[src/rtl/race_pkg.sv]
// Shared types and constants for the race referee and its helpers.
package race_pkg;

    typedef enum logic [2:0] {
        StIdle,
        StCountdown,
        StGreen,
        StRed,
        StDone
    } state_e;

    localparam int unsigned LfsrW = 8;
    // Fibonacci taps 8,6,5,4 expressed as bit positions 7,5,4,3
    localparam logic [LfsrW-1:0] LfsrTaps = 8'hB8;

    localparam int unsigned DefPosW = 4;

    // Width needed to index n cars; never less than one bit
    function automatic int unsigned car_id_w(input int unsigned n);
        return (n > 1) ? $clog2(n) : 1;
    endfunction

endpackage

[src/rtl/race_referee_if.sv]
// Bus between the referee and the car units: shared light, limits, reset, car status.
interface race_referee_if
    import race_pkg::*;
#(
    parameter int unsigned N_CARS = 2,
    parameter int unsigned POS_W  = DefPosW
);
    logic [N_CARS*POS_W-1:0] car_position;
    logic [N_CARS-1:0]       car_finished;
    logic [POS_W-1:0]        max_clicks;
    logic [POS_W-1:0]        max_steps;
    logic                    car_rst;
    logic                    enable;
    logic                    red;

    modport master (
        input  car_position,
        input  car_finished,
        output max_clicks,
        output max_steps,
        output car_rst,
        output enable,
        output red
    );

    modport slave (
        output car_position,
        output car_finished,
        input  max_clicks,
        input  max_steps,
        input  car_rst,
        input  enable,
        input  red
    );
endinterface

[src/rtl/lfsr8.sv]
// Free-running 8-bit Fibonacci LFSR; entropy comes from when the players press start.
module lfsr8
    import race_pkg::*;
#(
    parameter logic [LfsrW-1:0] Seed = 8'h01
) (
    input  logic             clk,
    input  logic             rst,
    output logic [LfsrW-1:0] value
);

    // Shift every cycle; a non-zero seed keeps the register out of the lock-up state
    always_ff @(posedge clk or negedge rst) begin
        if (!rst) begin
            value <= Seed;
        end else begin
            value <= {value[LfsrW-2:0], ^(value & LfsrTaps)};
        end
    end

endmodule

[src/rtl/race_referee.sv]
// Race control: countdown, random green / fixed red light phases, winner and DQ judging.
module race_referee
    import race_pkg::*;
#(
    parameter int unsigned N_CARS      = 2,
    parameter int unsigned POS_W       = DefPosW,
    parameter int unsigned RED_TICKS   = 3,
    parameter int unsigned MIN_GREEN   = 2,
    parameter int unsigned GREEN_MASK  = 7,
    parameter int unsigned COUNT_TICKS = 3
) (
    input  logic              clk,
    input  logic              rst,
    input  logic              tick,
    input  logic              start,
    input  logic [POS_W-1:0]  cfg_max_clicks,
    input  logic [POS_W-1:0]  cfg_max_steps,
    race_referee_if.master    cars,
    output logic [1:0]        countdown,
    output logic              race_done,
    output logic              winner_valid,
    output logic [2:0]        winner_id,
    output logic [N_CARS-1:0] dq_mask
);

    localparam int unsigned      IdW       = car_id_w(N_CARS);
    localparam logic [LfsrW-1:0] GreenMask = LfsrW'(GREEN_MASK);

    state_e            state;
    logic              start_q;
    logic [3:0]        cnt;
    logic [3:0]        timer;
    logic [3:0]        green_len;
    logic [LfsrW-1:0]  lfsr_value;
    logic [POS_W-1:0]  max_clicks_q;
    logic [POS_W-1:0]  max_steps_q;
    logic              car_rst_q;
    logic              enable_q;
    logic              red_q;
    logic              start_rise;
    logic [N_CARS-1:0] new_arr;
    logic [N_CARS-1:0] new_dq;
    logic              win_found;
    logic [IdW-1:0]    win_id;
    logic              all_dq;

    lfsr8 #(
        .Seed (8'h01)
    ) u_lfsr (
        .clk   (clk),
        .rst   (rst),
        .value (lfsr_value)
    );

    assign start_rise = start & ~start_q;
    assign green_len  = 4'(32'(MIN_GREEN) + 32'(lfsr_value & GreenMask));
    assign all_dq     = &(dq_mask | new_dq);
    // Saturate for the 2-bit display in case COUNT_TICKS is raised
    assign countdown  = (cnt > 4'd3) ? 2'd3 : cnt[1:0];

    assign cars.max_clicks = max_clicks_q;
    assign cars.max_steps  = max_steps_q;
    assign cars.car_rst    = car_rst_q;
    assign cars.enable     = enable_q;
    assign cars.red        = red_q;

    // Classify this cycle's finishers; already-disqualified cars cannot arrive later
    always_comb begin
        new_arr   = '0;
        new_dq    = '0;
        win_found = 1'b0;
        win_id    = '0;
        for (int i = 0; i < int'(N_CARS); i++) begin
            if (cars.car_finished[i] && !dq_mask[i]) begin
                if (cars.car_position[i*POS_W +: POS_W] >= max_steps_q) begin
                    new_arr[i] = 1'b1;
                end else begin
                    new_dq[i] = 1'b1;
                end
            end
        end
        // Descending scan so the lowest arrived index wins ties
        for (int i = int'(N_CARS) - 1; i >= 0; i--) begin
            if (new_arr[i]) begin
                win_found = 1'b1;
                win_id    = IdW'(i);
            end
        end
    end

    // Race FSM with registered lights, limits and results
    always_ff @(posedge clk or negedge rst) begin
        if (!rst) begin
            state        <= StIdle;
            start_q      <= 1'b0;
            cnt          <= '0;
            timer        <= '0;
            max_clicks_q <= '0;
            max_steps_q  <= '0;
            car_rst_q    <= 1'b0;
            enable_q     <= 1'b0;
            red_q        <= 1'b0;
            race_done    <= 1'b0;
            winner_valid <= 1'b0;
            winner_id    <= '0;
            dq_mask      <= '0;
        end else begin
            start_q   <= start;
            car_rst_q <= 1'b0;
            unique case (state)
                StIdle, StDone: begin
                    enable_q <= 1'b0;
                    red_q    <= 1'b1;
                    if (start_rise) begin
                        max_clicks_q <= cfg_max_clicks;
                        max_steps_q  <= cfg_max_steps;
                        car_rst_q    <= 1'b1;
                        cnt          <= 4'(COUNT_TICKS);
                        race_done    <= 1'b0;
                        winner_valid <= 1'b0;
                        winner_id    <= '0;
                        dq_mask      <= '0;
                        state        <= StCountdown;
                    end
                end
                StCountdown: begin
                    if (tick) begin
                        cnt <= (cnt == 4'd0) ? 4'd0 : cnt - 4'd1;
                        if (cnt <= 4'd1) begin
                            state    <= StGreen;
                            timer    <= green_len;
                            enable_q <= 1'b1;
                            red_q    <= 1'b0;
                        end
                    end
                end
                StGreen, StRed: begin
                    dq_mask <= dq_mask | new_dq;
                    if (win_found) begin
                        state        <= StDone;
                        race_done    <= 1'b1;
                        winner_valid <= 1'b1;
                        winner_id    <= 3'(win_id);
                        enable_q     <= 1'b0;
                        red_q        <= 1'b1;
                    end else if (all_dq) begin
                        state        <= StDone;
                        race_done    <= 1'b1;
                        winner_valid <= 1'b0;
                        enable_q     <= 1'b0;
                        red_q        <= 1'b1;
                    end else if (tick) begin
                        if (timer <= 4'd1) begin
                            if (state == StGreen) begin
                                state <= StRed;
                                timer <= 4'(RED_TICKS);
                                red_q <= 1'b1;
                            end else begin
                                state <= StGreen;
                                timer <= green_len;
                                red_q <= 1'b0;
                            end
                        end else begin
                            timer <= timer - 4'd1;
                        end
                    end
                end
                default: state <= StIdle;
            endcase
        end
    end

endmodule
[src/flat_wrapper.sv]
// flat-port wrapper written by rule: the top's interface ports become plain ports
module race_referee_flat import race_pkg::*;
#(
    parameter int unsigned N_CARS      = 2,
    parameter int unsigned POS_W       = DefPosW,
    parameter int unsigned RED_TICKS   = 3,
    parameter int unsigned MIN_GREEN   = 2,
    parameter int unsigned GREEN_MASK  = 7,
    parameter int unsigned COUNT_TICKS = 3
)
  (clk, rst, tick, start, cfg_max_clicks, cfg_max_steps, countdown, race_done, winner_valid, winner_id, dq_mask, cars_car_position, cars_car_finished, cars_max_clicks, cars_max_steps, cars_car_rst, cars_enable, cars_red);
  race_referee_if #(.N_CARS(N_CARS), .POS_W(POS_W)) cars_i ();
  input  logic clk;
  input  logic rst;
  input  logic tick;
  input  logic start;
  input  logic [POS_W-1:0] cfg_max_clicks;
  input  logic [POS_W-1:0] cfg_max_steps;
  output logic [1:0] countdown;
  output logic race_done;
  output logic winner_valid;
  output logic [2:0] winner_id;
  output logic [N_CARS-1:0] dq_mask;
  input wire logic [$bits(cars_i.car_position)-1:0] cars_car_position;
  input wire logic [$bits(cars_i.car_finished)-1:0] cars_car_finished;
  output wire logic [$bits(cars_i.max_clicks)-1:0] cars_max_clicks;
  output wire logic [$bits(cars_i.max_steps)-1:0] cars_max_steps;
  output wire logic [$bits(cars_i.car_rst)-1:0] cars_car_rst;
  output wire logic [$bits(cars_i.enable)-1:0] cars_enable;
  output wire logic [$bits(cars_i.red)-1:0] cars_red;
  assign cars_i.car_position = cars_car_position;
  assign cars_i.car_finished = cars_car_finished;
  assign cars_max_clicks = cars_i.max_clicks;
  assign cars_max_steps = cars_i.max_steps;
  assign cars_car_rst = cars_i.car_rst;
  assign cars_enable = cars_i.enable;
  assign cars_red = cars_i.red;
  race_referee #(.N_CARS(N_CARS), .POS_W(POS_W), .RED_TICKS(RED_TICKS), .MIN_GREEN(MIN_GREEN), .GREEN_MASK(GREEN_MASK), .COUNT_TICKS(COUNT_TICKS)) u_core (.clk(clk), .rst(rst), .tick(tick), .start(start), .cfg_max_clicks(cfg_max_clicks), .cfg_max_steps(cfg_max_steps), .cars(cars_i), .countdown(countdown), .race_done(race_done), .winner_valid(winner_valid), .winner_id(winner_id), .dq_mask(dq_mask));
endmodule
[config.mk]
export PLATFORM = sky130hd
export DESIGN_NAME = race_referee_flat
export DESIGN_NICKNAME = d
export VERILOG_FILES = /design/src/rtl/race_pkg.sv /design/src/rtl/race_referee_if.sv /design/src/rtl/lfsr8.sv /design/src/rtl/race_referee.sv /design/src/flat_wrapper.sv
export SDC_FILE = /design/constraint.sdc
export NUM_CORES = 1
export LEC_CHECK = 0
export CELL_PAD_IN_SITES_DETAIL_PLACEMENT = 0
export CELL_PAD_IN_SITES_GLOBAL_PLACEMENT = 2
export CORE_MARGIN = 4
export CORE_UTILIZATION = 27
export CTS_CLUSTER_DIAMETER = 30
export DETAILED_ROUTE_END_ITERATION = 16
export GPL_TIMING_DRIVEN = 0
export PLACE_DENSITY_LB_ADDON = 0.12
export SYNTH_ARGS = -nofsm -noshare
export SYNTH_HDL_FRONTEND = slang
export SYNTH_SLANG_ARGS = --single-unit
[constraint.sdc]
create_clock -name clk -period 2.07 [get_ports clk]
set_input_delay 0.414 -clock clk [delete_from_list [all_inputs] [get_ports clk]]
set_output_delay 0.414 -clock clk [all_outputs]
set_load 0.05 [all_outputs]
After elaboration in Yosys (flattened, before gate mapping)

Cells that the tools add are included.

Output and inout bits: 20
Logic and storage cells: 121
Register bits: 38
Input bits: 22

$lt $le $gt $ge: 5
Equal/unequal tests: 14
Add/sub/neg operators: 3
Bitwise logic cells: 3
Muxes and demuxes: 59
Reduce and logical (&&, ||, !) cells: 23

Operators with widths:

| cell                  | count |
|---|---|
| $mux W4               | 10 |
| $mux W1               | 29 |
| $mux W3               | 9 |
| $pmux W4 S2           | 2 |
| $reduce_and A5 Y1     | 2 |
| $pmux W3 S3           | 1 |
| $reduce_and A3 Y1     | 3 |
| $ge A4 B4 Y1          | 2 |
| $le A4 B1 Y1 const B  | 2 |
| $ne A2 B2 Y1 const B  | 4 |
| $reduce_xor A8 Y1     | 1 |
| $sub A4 B1 Y4 const B | 2 |
| $eq A3 B2 Y1 const B  | 2 |
| $ne A2 B1 Y1 const B  | 3 |
| $pmux W1 S3           | 2 |
| $pmux W3 S2           | 1 |
| $reduce_and A2 Y1     | 3 |
| $reduce_and A6 Y1     | 1 |
| $reduce_bool A2 Y1    | 3 |
| $add A2 B3 Y4 const A | 1 |
| $gt A4 B2 Y1 const B  | 1 |
| $logic_not A4 Y1      | 1 |
| $mux W2               | 2 |
| $ne A4 B1 Y1 const B  | 1 |
| other kinds (15)      | 19 |

Longest topological paths before layout

Depth in word-level cells: 8
Gate-level depth with buffers: 8
Gate-level depth less buffers: 8

Cells and area by module

A second synthesis with hierarchy kept.

Cell total of the unflattened synthesis: 187
Area total of the unflattened synthesis: 1889.3 sq um

Modules (own cells, without submodules):

| module       | cells each | seq. area each (sq um) | times used | area an instance (sq um) |
|---|---|---|---|---|
| race_referee | 176        | 700.7                  | 1          | 1661.6 |
| lfsr8        | 11         | 201.4                  | 1          | 227.7 |

Worst setup path before layout

No wires, ideal clock.

Path type: register to register
Start: register u_core.max_steps_q[0], in the netlist u_core.cars.max_steps[0]
End: register u_core.timer[3]
Stages on the path, launching flop included: 8
Path slack: -0.420 ns
Arrival time: 2.369 ns
Setup time: 0.121 ns
Period minus slack after synthesis: 2.490 ns
Data required time: 1.949 ns
Path buffers: 0
Path through: dfrtp_1 > ha_1 > nand2b_4 > a2111oi_4 > nor4_2 > nor4_4 > o21ai_1 > a22o_1

Word-level cells in the longest chain between the ends: 7
Elaborated cells on any way between the ends: 17
Those cells by class: 2 x order compare; 2 x eq/ne; 10 x mux; 1 x bitwise; 2 x reduce/logical

Ends and longest elaborated chain:

| item                                                | line                                   | text |
|---|---|---|
| start, declared                                     | race_referee.sv:36                     | `logic [POS_W-1:0] max_steps_q;` |
| start signal, assigned                              | race_referee.sv:116                    | `max_steps_q <= cfg_max_steps;` |
| $ge A4 B4 Y1                                        | race_referee.sv:75                     | `if (cars.car_position[i*POS_W +: POS_W] >= max_steps_q) begin` |
| $mux W1                                             | race_referee.sv:75                     |  |
| $mux W1                                             | race_referee.sv:74                     | `if (cars.car_finished[i] && !dq_mask[i]) begin` |
| $mux W1 / $or A2 B2 Y2 (equally long branches)      | race_referee.sv:84, race_referee.sv:57 |  |
| $mux W1 / $reduce_and A2 Y1 (equally long branches) | race_referee.sv:84, race_referee.sv:57 |  |
| $ne A2 B2 Y1 (no line)                              | --                                     |  |
| $reduce_and A6 Y1 (no line) (*)                     | --                                     |  |
| end signal, assigned                                | race_referee.sv:131                    | `timer <= green_len;` |
| end signal, assigned                                | race_referee.sv:156                    | `timer <= 4'(RED_TICKS);` |
| end signal, assigned                                | race_referee.sv:160                    | `timer <= green_len;` |
| end, declared                                       | race_referee.sv:32                     | `logic [3:0] timer;` |

Mark *: on every way between the ends. The rest lies on a longest branch, timed or not.
A chain may end at the register's enable or synchronous reset.

Worst setup path in the final report

Start: input cars_car_position[6]
End: register u_core.enable_q, in the netlist u_core.cars.enable

Word-level cells in the longest chain between the ends: 7
Elaborated cells on any way between the ends: 13
Those cells by class: 1 x order compare; 1 x eq/ne; 8 x mux; 1 x bitwise; 2 x reduce/logical

Ends and longest elaborated chain:

| item                                                              | line                                   | text |
|---|---|---|
| start, declared                                                   | flat_wrapper.sv:24                     | `input wire logic [$bits(cars_i.car_position)-1:0] cars_car_position;` |
| $ge A4 B4 Y1 (*)                                                  | race_referee.sv:75                     |  |
| $mux W1                                                           | race_referee.sv:75                     |  |
| $mux W1                                                           | race_referee.sv:74                     |  |
| $or A2 B2 Y2 / $mux W1 (equally long branches)                    | race_referee.sv:57, race_referee.sv:84 |  |
| $reduce_and A2 Y1 / $mux W1 (equally long branches)               | race_referee.sv:57, race_referee.sv:84 |  |
| $ne A3 B1 Y1 (no line) / $mux W1 (equally long branches)          | --                                     |  |
| $reduce_and A4 Y1 (no line) / $pmux W1 S3 (equally long branches) | --                                     |  |
| end signal, assigned                                              | race_referee.sv:101                    | `enable_q <= 1'b0;` |
| end signal, assigned                                              | race_referee.sv:112                    | `enable_q <= 1'b0;` |
| end signal, assigned                                              | race_referee.sv:132                    | `enable_q <= 1'b1;` |
| end, declared                                                     | race_referee.sv:38                     | `logic enable_q;` |

Marks and branches as above.

==> results.md <==
Synthesis:
- In the synthesized netlist the dominant register cell turns out to be sky130_fd_sc_hd__dfrtp_1.
- The count of warnings emitted by yosys is 0.
- By area the synthesized netlist is led by sky130_fd_sc_hd__dfrtp_1 47%, sky130_fd_sc_hd__ha_1 7.4%, sky130_fd_sc_hd__nand2_1 5.2%, sky130_fd_sc_hd__o21ai_0 3.2%, sky130_fd_sc_hd__inv_1 3.2%.
- The share of synthesized area in the top cell type comes to 0.469.
- Dividing the synthesized area by the synthesized cell count gives 9.64 sq um.
- The netlist uses 45 different library cells.
- The synthesized netlist occupies a cell area of between 1500 and 2000 sq um.
- For this run, the register share of the synthesized area comes to 0.483.
- The post-synthesis cell type with the largest combined area is sky130_fd_sc_hd__dfrtp_1.
- The number of instances in the synthesized netlist is 194.
- Counting flops with a built-in enable in the synthesized netlist gives 0.
- The number of synthesized register bits is 36.
- The async set-or-reset flop fraction in the synthesized netlist is 1.00.

Clock tree:
- After clock tree synthesis, the clock-pin slew on the worst setup and hold paths is 80 ps.
- The number of sinks handled by clock tree synthesis is 36.
- Clock tree synthesis selected as its root buffer the cell sky130_fd_sc_hd__clkbuf_8.
- For the worst-skew pair, the clock arrives at the later sink with an insertion delay of 280 ps.
- Counting along the longest clock path gives a buffer depth of 2.
- The maximum level of the CTS H-tree is 2.
- Buffers inserted during clock tree synthesis total 5.
- TritonCTS built the clock tree.

Placed design:
- The post-place setup slack is -688 ps.
- The post-detailed-placement half-perimeter wirelength is 3.38 mm.
- The number of input and output port buffers inserted is 39.
- The global placement routability congestion is 0.675.

Floorplan:
- The floorplan core area is 6760 sq um.
- In this run the core area contains 30 standard-cell rows.
- In this run the count of I/O pins placed on the die edge is 42.
- The floorplan step set the die height to 91.2 microns.
- The starting density of the core is 0.277.
- The die span in x is 91.2 microns.
- The die outline area is 8320 sq um.

Global route:
- The via count of the first global-routing pass is 1,571.
- The total overflow left after global routing is 0.
- Entering global routing, the biggest net connects 37 pins.
- The number of antenna violations at the first check in global routing is 0.
- In the global route stage, overall resource usage came out at 0.118.
- The global-route wire length before repair is just under 8 mm.

Power and ir drop:
- Summed over all cells, the static leakage comes to roughly 1.2 nW.
- The worst-case IR drop observed on VDD is 0.000398 V.
- For this design the ratio of total power to cell area is 1440 nW/um^2.
- Power comes to 3.89 mW.

Finish:
- The share of final-layout standard cells stronger than drive strength 1 is 0.220.
- The number of fillers in the final layout is 696.
- The sequential cells in the finished layout cover a total of approximately 900 sq um.
- The area added between synthesis and finish is 44.4%.
- The core utilization of the finished layout is 0.399.
- The library cells used most frequently in the layout, excluding fill and tap cells, are 31 x sky130_fd_sc_hd__clkdlybuf4s50_1, 31 x sky130_fd_sc_hd__dfrtp_1, 26 x sky130_fd_sc_hd__nand2_1.
- The number of antenna diodes in the final layout is 0.
- The area used by multi-input combinational logic is between 900 and 1000 sq um.
- In the final design database the tool counted 286 nets.

Critical path:
- The path type of the worst setup path is in -> reg.
- Data arrives at the worst endpoint at 2320 ps.
- The slowest stage of the critical path belongs to the cell sky130_fd_sc_hd__clkdlybuf4s50_1.
- The element type at the critical path end is a register.
- The delay contributed by the slowest stage of the critical path is 460 ps.
- The top fanout value on the critical path is 3.
- Traced cell by cell, the critical path runs through clkdlybuf4s50_1 -> ha_1 -> o21a_1 -> nor2_2 -> nor4_4 -> buf_4 -> or3_4 -> o32a_1 -> nor2_1.
- For the worst setup path, the data required time is 2290 ps.
- STA classifies the critical path startpoint as an input pin.

STA:
- Of the available clock period, the critical path in the final layout requires 1.02.
- The count of final setup violators is 2.
- In the post-route analysis, the smallest setup slack over all paths is -31.7 ps.
- The smallest clock period supported by the final layout is computed as 2100 ps.
- The final-layout worst hold slack is 223 ps.
- At the pin with the least slew margin, the transition time is 815 ps.
- The final hold violation count came to 0.
- Setup repair after global routing could not meet its margin everywhere.
- The worst pin sits at a relative slew slack of 0.457.
- Setup total negative slack on the finished layout was measured at -50.3 ps.
- The peak clock frequency supported by timing is 0.476 GHz.
- The number of pins with negative max-slew slack in the final report is 0.
- The clock arrives with roughly 7.1 ps of skew.

Outcome:
- The flow ran to the end, but the final reports show violations.
- The checks that failed: setup timing.

Route:
- Across all layers, the routed design uses 1,527 vias.
- The per-cell routed wire length is 13.7 microns.
- The number of detailed-routing iterations run before antenna repair is 4.
- Dividing the detail-routed via count by the number of cells gives 4.57.
- The detailed router's first-iteration violation count is 66.
- Summed over all layers, the routed wires come to 4.59 mm.
- After detailed routing, the number of remaining DRC violations is 0.
- The remaining antenna violation count is 0.

Worst hold path:
- The class of the worst hold path is in -> async.

Job:
- The number of maximum-capacitance constraint violations is 0.
-- critical path: cells and delay by family --
family / cells / cell delay (ps)
AO/OA/AOI/OAI: 2 / 350
adder cells (fa/ha/maj): 1 / 220
buffers and inverters: 2 / 610
AND/OR/NAND/NOR: 4 / 720
-- registers in the layout, indices dropped and copies added, names as in the netlist --
name,cells
u_core.cars.max_clicks,4
u_core.cars.car_rst,1
u_core.winner_id,1
u_core.cars.max_steps,4
u_core.dq_mask,2
u_core.cnt,4
u_core.cars.red,1
u_core.cars.enable,1
u_core.u_lfsr.value,8
u_core.race_done,1
u_core.winner_valid,1
u_core.start_q,1
u_core.timer,4
u_core.state,3
-- power by group --
group          switching [mW]  internal, mW  total [mW]
sequential              0.167         0.916        1.08
combinational            1.35         0.909        2.25
clock                   0.250         0.304       0.554
-- Yosys cell counts (2+ instances only) --
master / instances
sky130_fd_sc_hd__nor2_1: 16
sky130_fd_sc_hd__o21ai_0: 12
sky130_fd_sc_hd__a21oi_1: 10
sky130_fd_sc_hd__buf_2: 2
sky130_fd_sc_hd__inv_1: 16
sky130_fd_sc_hd__ha_1: 11
sky130_fd_sc_hd__or3_1: 4
sky130_fd_sc_hd__nor3_1: 4
sky130_fd_sc_hd__nor2b_1: 2
sky130_fd_sc_hd__clkbuf_1: 3
sky130_fd_sc_hd__a22o_1: 2
sky130_fd_sc_hd__nand3_1: 7
sky130_fd_sc_hd__o211ai_1: 2
sky130_fd_sc_hd__o22ai_1: 3
sky130_fd_sc_hd__nand2b_1: 7
sky130_fd_sc_hd__xnor2_1: 2
sky130_fd_sc_hd__o21a_1: 2
sky130_fd_sc_hd__a31oi_1: 2
sky130_fd_sc_hd__nand2_1: 26
sky130_fd_sc_hd__buf_4: 2
sky130_fd_sc_hd__dfrtp_1: 35
-- area by class of cell --
class / instances / share of cell area
Sequential cell: 36 / 0.336
Multi-Input combinational cell: 135 / 0.370
Inverter: 16 / 0.0223
Timing Repair Buffer: 51 / 0.180
Buffer: 8 / 0.0172
Clock buffer: 8 / 0.0371
Tap cell: 80 / 0.0371
-- routing by layer --
| metal | GRT usage | wire [microns] | vias up |
|---|---|---|---|
| li1 | - | - | 782 |
| met1 | 0.157 | 2160 | 720 |
| met2 | 0.191 | 2240 | 23 |
| met3 | 0.0273 | 166 | 2 |
| met4 | 0.0339 | 24 | 0 |
| met5 | 0 | 0 | - |
-- repair_timing --
action | CTS | global route
resized for setup | 16 | 15
endpoints found under the setup margin | 11 | 16
hold buffers | 0 | 0
setup buffers | 7 | 5
pin swaps | 13 | 10
-- final timing paths --
| kind | slack (ps) | to | from | cells past startpoint |
|---|---|---|---|---|
| min | 220 | u_core.cars.max_clicks[2] | rst | 1 |
| max reg2reg | -30 | u_core.cars.enable | u_core.cars.max_steps[0] | 8 |
| min in group clk | 350 | u_core.u_lfsr.value[7] | u_core.u_lfsr.value[6] | 0 |
| max in group asynchronous | 1290 | u_core.cars.max_steps[3] | rst | 1 |
| max | -30 | u_core.cars.enable | cars_car_position[6] | 9 |
| min reg2reg | 350 | u_core.u_lfsr.value[7] | u_core.u_lfsr.value[6] | 0 |
-- logic make-up (layout without fill, tap and decap cells) --
family	count (synthesis)	count (layout)	share of synthesized area
mux	1	1	0.00535
compound gates	44	44	0.161
buf+inv	24	83	0.0535
xor+xnor	3	3	0.0141
fa+ha+maj	11	11	0.0736
simple gates	74	74	0.208
other cells	1	2	0.00201
flops	36	36	0.483
-- stage by stage --
| stage | std cells | area (sq um) |
|---|---|---|
| after floorplan | 195 | 1940 |
| after global placement | 314 | 2430 |
| after detailed placement | 314 | 2420 |
| after CTS | 329 | 2620 |
| after global routing | 334 | 2700 |
| final | 334 | 2700 |
(Power assumes the default switching activity.)
